--- src/rtl/simon_pkg.sv ---
// Shared types and constants for the SIMON sequencing controller:
// FSM states, info-byte bit positions and the five 62-bit z sequences.
package simon_pkg;

    typedef enum logic [2:0] {
        ST_IDLE,
        ST_LOADK,
        ST_PREROLL,
        ST_LOADB,
        ST_ROUND,
        ST_DONE
    } state_t;

    localparam int INFO_OUT = 4;
    localparam int INFO_KEY = 5;
    localparam int INFO_DEC = 6;

    // Leftmost character is z_j[0].
    localparam logic [61:0] Z0 = 62'b11111010001001010110000111001101111101000100101011000011100110;
    localparam logic [61:0] Z1 = 62'b10001110111110010011000010110101000111011111001001100001011010;
    localparam logic [61:0] Z2 = 62'b10101111011100000011010010011000101000010001111110010110110011;
    localparam logic [61:0] Z3 = 62'b11011011101011000110010111100000010010001010011100110100001111;
    localparam logic [61:0] Z4 = 62'b11010001111001101011011000100000010111000011001010010011101111;

    function automatic logic [61:0] z_select(input int n, input int m);
        if (n == 16) return Z0;
        if (n == 24) return (m == 3) ? Z0 : Z1;
        if (n == 32) return (m == 3) ? Z2 : Z3;
        if (n == 48) return (m == 2) ? Z2 : Z3;
        return (m == 2) ? Z2 : ((m == 3) ? Z3 : Z4);
    endfunction

endpackage

--- src/rtl/simon_zseq.sv ---
// Key-schedule constant source: picks z_j for the (N, M) variant and
// emits bit[step], with a modulo-62 step counter that advances on key steps.
module simon_zseq
    import simon_pkg::*;
#(
    parameter int N = 16,
    parameter int M = 4
) (
    input  logic i_clk,
    input  logic i_rst,
    input  logic i_step_en,
    input  logic i_clr,
    output logic o_z
);

    localparam logic [61:0] ZSEQ = z_select(N, M);

    logic [5:0] r_step;
    logic [5:0] w_idx;

    always_ff @(posedge i_clk) begin
        if (i_rst || i_clr) begin
            r_step <= '0;
        end else if (i_step_en) begin
            r_step <= (r_step == 6'd61) ? 6'd0 : r_step + 6'd1;
        end
    end

    // Sequence is stored MSB-first, so step k lives at bit 61-k.
    assign w_idx = 6'd61 - r_step;
    assign o_z   = ZSEQ[w_idx];

endmodule

--- src/rtl/simon_round_ctrl.sv ---
// SIMON block sequencer: packet accept, key load, T rounds, result hand-off.
// SIMON_CTRL_DECRYPT_EN adds the PREROLL key walk and honours info[6].
//
// state      | meaning
// IDLE       | wait for doneIN, accept and classify packet
// LOADK      | strobe loadKey, mark key present
// PREROLL    | walk key schedule forward T-M steps before decrypting
// LOADB      | strobe loadBlock, clear round counter
// ROUND      | T round/key steps
// DONE       | restore key, present result until readData
module simon_round_ctrl
    import simon_pkg::*;
#(
    parameter int N = 16,
    parameter int M = 4,
    parameter int T = 32,
    parameter int Cb = 5,
    parameter logic [3:0] MODE = 4'd0
) (
    input  logic          clk,
    input  logic          R,
    input  logic          doneIN,
    input  logic [7:0]    infoIN,
    output logic          readIN,
    output logic          loadKey,
    output logic          loadBlock,
    output logic          restoreKey,
    output logic          roundEn,
    output logic          keyEn,
    output logic          decrypt,
    output logic [Cb-1:0] round,
    output logic          zBit,
    output logic          doneData,
    input  logic          readData,
    output logic [7:0]    infoOUT,
    output logic [7:0]    countOUT,
    output logic          err
);

    localparam logic [Cb-1:0] LAST = Cb'(T - 1);
`ifdef SIMON_CTRL_DECRYPT_EN
    localparam logic [Cb-1:0] PRE_LAST = Cb'(T - M - 1);
`endif

    state_t        r_state;
    logic [7:0]    r_info;
    logic          r_key_loaded;
    logic [Cb-1:0] r_step;
    logic          w_dec;

`ifdef SIMON_CTRL_DECRYPT_EN
    assign w_dec = r_info[INFO_DEC];
`else
    assign w_dec = 1'b0;
`endif

    always_ff @(posedge clk) begin
        if (R) begin
            r_state      <= ST_IDLE;
            r_info       <= '0;
            r_key_loaded <= 1'b0;
            r_step       <= '0;
            readIN       <= 1'b0;
            loadKey      <= 1'b0;
            loadBlock    <= 1'b0;
            restoreKey   <= 1'b0;
            roundEn      <= 1'b0;
            keyEn        <= 1'b0;
            decrypt      <= 1'b0;
            round        <= '0;
            doneData     <= 1'b0;
            infoOUT      <= '0;
            countOUT     <= '0;
            err          <= 1'b0;
        end else begin
            readIN     <= 1'b0;
            loadKey    <= 1'b0;
            loadBlock  <= 1'b0;
            restoreKey <= 1'b0;
            roundEn    <= 1'b0;
            keyEn      <= 1'b0;
            decrypt    <= 1'b0;
            round      <= '0;
            case (r_state)
                ST_IDLE: begin
                    if (doneIN) begin
                        readIN <= 1'b1;
                        r_info <= infoIN;
                        r_step <= '0;
                        if (infoIN[3:0] != MODE) begin
                            err <= 1'b1;
                        end else if (infoIN[INFO_KEY]) begin
                            r_state <= ST_LOADK;
                        end else if (!r_key_loaded) begin
                            err <= 1'b1;
                        end else if (infoIN[INFO_DEC]) begin
`ifdef SIMON_CTRL_DECRYPT_EN
                            r_state <= ST_PREROLL;
`else
                            err <= 1'b1;
`endif
                        end else begin
                            r_state <= ST_LOADB;
                        end
                    end
                end
                ST_LOADK: begin
                    loadKey      <= 1'b1;
                    r_key_loaded <= 1'b1;
                    r_state      <= ST_IDLE;
                end
`ifdef SIMON_CTRL_DECRYPT_EN
                ST_PREROLL: begin
                    // Forward walk leaves the last M round keys in the key register.
                    keyEn  <= 1'b1;
                    r_step <= r_step + 1'b1;
                    if (r_step == PRE_LAST) begin
                        r_step  <= '0;
                        r_state <= ST_LOADB;
                    end
                end
`endif
                ST_LOADB: begin
                    loadBlock <= 1'b1;
                    r_step    <= '0;
                    r_state   <= ST_ROUND;
                end
                ST_ROUND: begin
                    roundEn <= 1'b1;
                    keyEn   <= 1'b1;
                    decrypt <= w_dec;
                    round   <= w_dec ? (LAST - r_step) : r_step;
                    r_step  <= r_step + 1'b1;
                    if (r_step == LAST) r_state <= ST_DONE;
                end
                ST_DONE: begin
                    // First DONE cycle has doneData still low: that marks entry.
                    if (!doneData) begin
                        restoreKey <= 1'b1;
                        doneData   <= 1'b1;
                        infoOUT    <= {r_info[7:5], 1'b1, r_info[3:0]};
                    end else if (readData) begin
                        doneData <= 1'b0;
                        countOUT <= countOUT + 8'd1;
                        r_state  <= ST_IDLE;
                    end
                end
                default: r_state <= ST_IDLE;
            endcase
        end
    end

    simon_zseq #(
        .N(N),
        .M(M)
    ) u_zseq (
        .i_clk    (clk),
        .i_rst    (R),
        .i_step_en(keyEn),
        .i_clr    (loadKey | restoreKey),
        .o_z      (zBit)
    );

endmodule

--- config.mk ---
export PLATFORM = sky130hd
export DESIGN_NAME = simon_round_ctrl
export DESIGN_NICKNAME = d
export VERILOG_FILES = /design/src/rtl/simon_pkg.sv /design/src/rtl/simon_zseq.sv /design/src/rtl/simon_round_ctrl.sv
export SDC_FILE = /design/constraint.sdc
export NUM_CORES = 1
export LEC_CHECK = 0
export CAP_MARGIN = 10
export CORE_MARGIN = 3
export CORE_UTILIZATION = 46
export DETAILED_ROUTE_END_ITERATION = 6
export GPL_ROUTABILITY_DRIVEN = 0
export PLACE_DENSITY = 0.75
export SLEW_MARGIN = 15
export SYNTH_ARGS = -nofsm -noshare
export SYNTH_HDL_FRONTEND = slang
export SYNTH_SLANG_ARGS = --single-unit
--- constraint.sdc ---
create_clock -name clk -period 2.2 [get_ports clk]
set_clock_uncertainty 0.2 [all_clocks]
set_input_delay 0.44 -clock clk [delete_from_list [all_inputs] [get_ports clk]]
set_output_delay 0.44 -clock clk [all_outputs]
set_load 0.02 [all_outputs]
Word-level counts from Yosys, hierarchy flattened
Memory sizes are Yosys's and may differ from the RTL's.
Cells that the tools add are included.
{ "classes": {"eq_ne": 15, "add_sub_neg": 4, "n_reduce_logical": 13, "order_cmp": 1, "muxes": 24, "bitwise_logic": 5} }
{ "op_table": {"columns": ["op", "n"], "rows": [
  ["two-way mux 3 bit", 8],
  ["one-hot mux 5 bit (3 select lines)", 1],
  ["two-way mux 1 bit", 12],
  ["one-hot mux 3 bit (4 select lines)", 1],
  ["inequality test 2 bit (second input constant)", 5],
  ["adder 8 x 1 -> 8 bit (second input constant)", 1],
  ["< comparator 6 x 7 -> 1 bit (second input constant)", 1],
  ["AND reduction 7 bit", 1],
  ["adder 6 x 1 -> 6 bit (second input constant)", 1],
  ["== test 3 bit (second input constant)", 2],
  ["== test 6 bit (second input constant)", 1],
  ["two-way mux 6 bit", 1],
  ["inequality test 3 bit (second input constant)", 2],
  ["AND reduction 2 bit", 3],
  ["OR reduction 2 bit", 3],
  ["subtractor 6 bit (first input constant)", 1],
  ["adder 5 x 1 -> 5 bit (second input constant)", 1],
  ["== test 5 bit (second input constant)", 1],
  ["two-way mux 5 bit", 1],
  ["NOT 1 bit", 4],
  ["AND reduction 4 bit", 1],
  ["nonzero test 4 bit", 1],
  ["== test 3 x 1 -> 1 bit (second input constant)", 1],
  ["== test 3 x 2 -> 1 bit (second input constant)", 1],
  ["other kinds (7)", 7]
]} }
{ "word_totals": {"input_bits": 12, "mem_bits_ro": 64, "out_inout_bits": 31, "elab_cells": 78, "n_memories": 1, "register_bits": 51} }
{ "mem_list": {"columns": ["name", "depth", "width", "read_ports", "rd_ports_with_merged_regs", "wr", "line", "text"], "rows": [
  ["(name not given)", 64, 1, 1, 0, 0, "simon_zseq.sv:31", "assign o_z = ZSEQ[w_idx];"]
]} }

Logic depth before layout (Yosys ltp)
Gate-level depths: netlist (run 1).
{ "depth": {"ltp_word": 6, "depth_mapped": 6, "ltp_nobuf": 6} }

Modules after synthesis
Synthesis (run 1) repeated with hierarchy kept, for this count alone.
{ "unflattened": {"hier_cells": 266, "hier_area_um2": 2374.8} }
{ "by_module_without_submodules": {"columns": ["module", "instances", "area_each_um2", "seq_area_each_um2", "cells_per_inst"], "rows": [
  ["simon_round_ctrl", 1, 1709.1, 880.8, 190],
  ["simon_zseq", 1, 665.6, 120.1, 76]
]} }

Worst setup path after synthesis (run 1)
Ideal clock, no wire load.
{ "synth_timing": {"kind": "reg-to-output", "startpoint": "register u_zseq.r_step[1]", "endpoint": "output port zBit", "n_path_buf": 0, "stages_incl_launch_ff": 6, "arrival_ns": 1.842, "required_ns": 1.560, "setup_slack_ns": -0.282, "path_cell_list": "dfxtp_1 -> inv_1 -> ha_1 -> mux4_2 -> nand3_1 -> and4_1"} }
{ "synth_via": {"elab_chain_cells": 3} }
{ "synth_rtl": {"columns": ["element", "line", "text"], "rows": [
  ["start, declared", "simon_zseq.sv:18", "logic [5:0] r_step;"],
  ["start signal, assigned", "simon_zseq.sv:25", "r_step <= (r_step == 6'd61) ? 6'd0 : r_step + 6'd1;"],
  ["subtractor 6 bit", "simon_zseq.sv:30", "assign w_idx = 6'd61 - r_step;"],
  ["memory (64 x 1 bit)", null, null],
  ["two-way mux 1 bit (implied by the code)", "simon_zseq.sv:31", null],
  ["end, declared", "simon_round_ctrl.sv:32", "output logic zBit,"]
]} }
Every way passes these cells. The select of a mux whose other input is x is not followed.

Worst setup path after layout (run 1)
Ends and elaborated chain as after synthesis.

==> flow_summary.ini, run 1 <==
[critical_path]
worstSetupStartpoint = u_zseq.r_step[1]$_SDFFE_PP0P_
cp.arrival_ns = 1.95
max_stage_delay_ns = 0.37
worstPathMaxFanout = 5
crit_buf_inv = 2
cp.depth = 7
crit_type = flip-flop to output pin
r2r_setup_slack_ns = 0.43
crit_path_start_kind = flip-flop
reg2reg_depth = 4
critPathRequiredTime_ns = 1.56
crit_family = flip-flops
path_cells = ha_2 > xnor2_4 > buf_4 > nand3_1 > a211o_1 > and4_4 > buf_6
end_kind = output pin
critPathSlowestCell = dfxtp_4
cp-endpoint = zBit
rr_startpoint = r_state[2]$_SDFFE_PP0P_
r2r-end = countOUT[7]$_SDFFE_PP0P_

[global_routing]
antenna_found_initial = 0
busiest_layer = met2
grt_pass1_wl_um = 7960
grt_pass1_vias = 1783
met2_usage_pct = 26.8
grt_use_met3_pct = 4.85
track_usage_pct = 16.3
grt.overflow.total = 0
use_met1_pct = 20.8
grt_max_degree = 20

[synthesis]
ys_types = 50
syn_area_um2 = 2290
synth_cells = 259
synth_fp_nets = 283
yosysTopAreaCell = dfxtp_1
yosys_warnings = 0
synthFlopType = dfxtp_1
synth_common_cells = dfxtp_1 (50), nand2_1 (37), nor2_1 (24)
synth.most_common_cell = dfxtp_1
synth_enable_flop_cells = 0
ys_async_sr_fraction_pct = 0
ys_ff_latch = 50
synth.top_cell.area_share_pct = 43.7
yosysSeqAreaShare_pct = 43.7
synth_area_per_cell_um2 = 8.85
synthTopCellsByArea = dfxtp_1 (44%), ha_1 (6.6%), nand2_1 (6.1%), a21oi_1 (4.1%), nor2_1 (3.9%)

[sta]
period_share_pct = 118
fmax_mhz = 387
relSlewSlack_pct = 65.9
period_needed_ns = 2.59
setup_viol = 1
slew_violations = 0
fin_ws_ns = -0.385
worst_slew_pin_slew_ns = 0.506
rsz0062_at_grt = yes
timing_hold_violations_final = 0

[floorplan]
io_pins = 43
die_h_um = 76.6
num_rows = 25
dieArea_um2 = 5870
core_area_um2 = 4750
start_util_pct = 48.2
die_w_um = 76.6

[placed_design]
dp_hpwl_um = 3320
port_buffers = 40
placed_cells = 369

[flow_run]
max-cap-violations = 0

[run_status]
status = complete, but fails checks
violations = setup timing

[layout]
final_util_pct = 63.4
fin_cells = 379
diodes = 0
drive_gt1_share_pct = 14.1
area.growth.synth_to_final_pct = 31.6
nets = 335

[power_and_ir_drop]
p_leak_nw = 1.13
p_sw_share_pct = 19.9
power.density_nw_per_um2 = 546
comb_power_share_pct = 4.4
power_frac_seq_pct = 55.9
pwr-share-clk_pct = 39.7
ir_worst_vdd_mv = 0.662
p_int_w = 0.00132
p_sw_w = 0.000328
power_w = 0.00165

[drt]
drc = 0
wl_per_cell_um = 12.1
dr_total_vias = 1894
antenna_left = 0
drtPass1Iterations = 4
via_per_inst = 5.00
initialDrtViolationCount = 41
wirelength_um = 4590

[clock_tree]
cts_inserted_buffers = 5
tritoncts = done
clkLatencyLatePin_ns = 0.30
ctsRootBufferMaster = clkbuf_8
ctsHoldBuffers = 0
clk_path_buf_depth = 2
htree_levels = 2
clock_sinks = 50
clk_pin_slew_ns = 0.09

[worst_hold_path]
holdCritPathClass = flip-flop to flip-flop
power groups by stage:
stage | combinational, W | clock [W] | sequential, W
finish | 0.0000726 | 0.000654 | 0.000919
global route | 0.0000810 | 0.000706 | 0.000921
CTS | 0.0000726 | 0.000671 | 0.000920
detailed placement | 0.0000725 | 0 | 0.000941
global placement | 0.0000719 | 0 | 0.000941
floorplan | 0.0000361 | 0 | 0.000943
cell type report:
type / count / area [um2]
Clock buffer: 7 / 86.3
Clock inverter: 1 / 30.0
Fill cell: 427 / 1740
Inverter: 7 / 28.8
Multi-Input combinational cell: 188 / 1240
Sequential cell: 50 / 1010
Tap cell: 67 / 83.8
Timing Repair Buffer: 59 / 544
worst min path at each step:
stage,endpoint,depth (start not counted),slack [ns],start
after CTS,infoOUT[3]$_SDFFE_PP0P_,2,0.26,r_info[3]$_SDFFE_PP0P_
final,infoOUT[0]$_SDFFE_PP0P_,2,0.25,r_info[0]$_SDFFE_PP0P_
after detailed placement,r_key_loaded$_SDFFE_PP0P_,1,0.25,r_key_loaded$_SDFFE_PP0P_
after global placement,r_key_loaded$_SDFFE_PP0P_,1,0.24,r_key_loaded$_SDFFE_PP0P_
after floorplan,r_key_loaded$_SDFFE_PP0P_,1,0.22,r_key_loaded$_SDFFE_PP0P_
after global routing,infoOUT[0]$_SDFFE_PP0P_,2,0.27,r_info[0]$_SDFFE_PP0P_
cell families after synthesis:
logic type                 share of synthesized area [%]
DFF                                                 43.7
xor gates and xnor gates                            6.06
muxes                                               3.22
and+or+nand+nor                                     24.3
other                                              0.164
AOI/OAI and AO/OA                                   11.6
buffers and inverters                               4.42
adders and majority gates                           6.55
placed cells by master, fill, tap and decap left out, types with 2 or more instances in the layout:
cell type        count
nand2_1             37
inv_1                6
nor4_1               4
ha_1                10
xnor2_1              6
clkdlybuf4s50_1     39
dfxtp_1             48
o21ai_0              8
a211o_1              3
clkbuf_8             6
nand2b_1             4
mux2i_1              4
buf_4               19
nand3b_1             2
and2_1               9
a21oi_1             19
nand3_1              8
xor2_1               7
nor3_1               2
a21o_1               2
or3_1                2
nor2b_1              2
nor2_1              24
a22o_1               3
nand4_1              4
state kept, by name, indices dropped and copies added (netlist names), 3 cells and up:
register / count
countOUT: 8
infoOUT: 8
r_info: 7
u_zseq.r_step: 6
r_step: 5
round: 5
r_state: 3
worst register-to-register path: cells and delay by family (launching register included):
kind	cells	cell delay, ns
AOI/OAI and AO/OA	1	0.15
DFF	1	0.49
and+or+nand+nor	3	0.86
per-layer routing:
metal  wire length (um)  up-vias  part of all wire [%]
met5                  0        -                     0
met4                 31        0                  0.68
met3                230        4                   5.0
met2               2050       43                    45
met1               2280      864                    50
li1                   -      983                     -
metrics by stage:
stage / TNS [ns] / hold WS, ns / area (um2) / setup slack, ns
final: -0.385 / 0.255 / 3020 / -0.385
after global routing: -0.475 / 0.274 / 3020 / -0.475
after CTS: -0.384 / 0.263 / 2990 / -0.384
after detailed placement: -0.521 / 0.245 / 2850 / -0.518
after global placement: -0.493 / 0.238 / 2850 / -0.493
after floorplan: 0 / 0.219 / 2310 / 0.00734
timing repair:
action | in CTS | in global routing
endpoints found under the setup margin | 1 | 1
pin swaps | 2 | 1
resized for setup | 9 | 2
gates cloned | 0 | 0
setup buffers | 0 | 2
(Power assumes the default switching activity.)
==> run 2: changes to the inputs <==
==> constraint.sdc (replaced) <==
create_clock -name clk -period 2.2 [get_ports clk]
set_clock_uncertainty 0.2 [all_clocks]
set_input_delay 0.22 -clock clk [delete_from_list [all_inputs] [get_ports clk]]
set_output_delay 0.22 -clock clk [all_outputs]
set_load 0.02 [all_outputs]
==> flow_summary.ini, run 2 (synthesis gave the netlist of run 1 again) <==
[layout]
top_regs = countOUT x8, infoOUT x8, r_info x7
final_util_pct = 62.7
nFillCells = 447
nets = 334
diodes = 0
drive_gt1_share_pct = 13.2
final_cell_mix = dfxtp_1 (48), clkdlybuf4s50_1 (39), nand2_1 (37)
area.growth.synth_to_final_pct = 30.0
final_common_cell = dfxtp_1

[global_routing]
track_usage_pct = 16.9
grt_pass1_wl_um = 8270
grt_max_degree = 26
grt_pass1_vias = 1884
grt.overflow.total = 0
antenna_found_initial = 0

[clock_tree]
tritoncts = done
htree_levels = 2
clkLatencyLatePin_ns = 0.29
clk_path_buf_depth = 2
ctsRootBufferMaster = clkbuf_8
clk_pin_slew_ns = 0.09
cts_inserted_buffers = 5
clock_sinks = 50

[power_and_ir_drop]
p_sw_share_pct = 21.2
pwr-share-clk_pct = 35.0
power.density_nw_per_um2 = 511
p_sw_w = 0.000323
ir_worst_vdd_mv = 0.484
power_frac_seq_pct = 60.4
p_int_w = 0.00120
comb_power_share_pct = 4.6
p_leak_nw = 1.11

[drt]
drc = 0
via_per_inst = 5.09
initialDrtViolationCount = 93
wirelength_um = 4660
wl_per_cell_um = 12.3
drtPass1Iterations = 4
dr_total_vias = 1924
antenna_left = 0

[placed_design]
port_buffers = 40
dp_hpwl_um = 3500

[sta]
tns_ns = -0.168
rsz0062_at_grt = yes
period_share_pct = 108
setup_viol = 1
fin_ws_ns = -0.168
holdWs_ns = 0.257
slew_violations = 0
relSlewSlack_pct = 60.9
timing_hold_violations_final = 0
fmax_mhz = 422
worst_slew_pin_slew_ns = 0.580
period_needed_ns = 2.37

[critical_path]
cp.arrival_ns = 1.95
critPathRequiredTime_ns = 1.78
crit_path_start_kind = flip-flop
worstPathMaxFanout = 6
crit_type = flip-flop to output pin
end_kind = output pin

[floorplan]
io_pins = 43
start_util_pct = 48.2
num_rows = 25
die_w_um = 76.6
core_area_um2 = 4750
die_h_um = 76.6
dieArea_um2 = 5870

[flow_run]
max-cap-violations = 0

[worst_hold_path]
holdCritPathClass = flip-flop to flip-flop

[run_status]
violations = setup timing
status = complete, but fails checks
## run 2: power by group through the flow
stage | Combinational, W | Clock (W) | Sequential, W
final | 0.0000708 | 0.000532 | 0.000920
after global routing | 0.0000775 | 0.000582 | 0.000922
after CTS | 0.0000708 | 0.000551 | 0.000920
after detailed placement | 0.0000704 | 0 | 0.000943
after global placement | 0.0000704 | 0 | 0.000942
after floorplan | 0.0000361 | 0 | 0.000944
## run 2: layout make-up
class | count | area (um2) | area share [%]
Timing Repair Buffer | 58 | 541 | 18.1
Multi-Input combinational cell | 188 | 1230 | 41.2
Clock buffer | 7 | 86.3 | 2.90
Clock inverter | 1 | 5.00 | 0.168
Tap cell | 67 | 83.8 | 2.81
Sequential cell | 50 | 1010 | 33.8
Inverter | 7 | 28.8 | 0.966
## run 2: final timing paths
check	start	endpoint	slack (ns)	cells past startpoint
worst max-delay path	u_zseq.r_step[1]$_SDFFE_PP0P_	zBit	-0.17	7
worst min-delay path	r_info[7]$_SDFFE_PP0P_	infoOUT[7]$_SDFFE_PP0P_	0.26	2
worst max register to register	r_state[0]$_SDFFE_PP0P_	countOUT[7]$_SDFFE_PP0P_	0.34	4
worst min register to register	r_info[7]$_SDFFE_PP0P_	infoOUT[7]$_SDFFE_PP0P_	0.26	2
## run 2: critical path: stages, from the launching register on
cell	delay (ns)
dfxtp_4	0.37
ha_2	0.23
xnor2_4	0.23
buf_4	0.16
mux2i_1	0.21
o2111ai_1	0.12
and4_1	0.21
buf_6	0.13
## run 2: per-layer routing
layer | global-route usage (%) | share of wire (%) | vias up
met5 | 0 | 0 | -
met4 | 3.80 | 0.90 | 0
met3 | 4.73 | 4.7 | 4
met2 | 28.9 | 48 | 51
met1 | 21.1 | 47 | 885
li1 | - | - | 984
## run 2: stage by stage
step                      power [W]  cells  setup slack [ns]  instance area, um2
after floorplan            0.000980    259            0.0373                2290
after global placement      0.00101    370            -0.374                2840
after detailed placement    0.00101    370            -0.447                2840
after CTS                   0.00154    378            -0.159                2980
after global routing        0.00158    378            -0.246                2980
final                       0.00152    378            -0.168                2980
## run 2: timing repair
action,in CTS,in global routing
hold buffers,0,0
buffers inserted,0,0
endpoints found under the hold margin,0,0
endpoints found under the setup margin,1,1
gates resized for setup,17,1
pin swaps,3,0
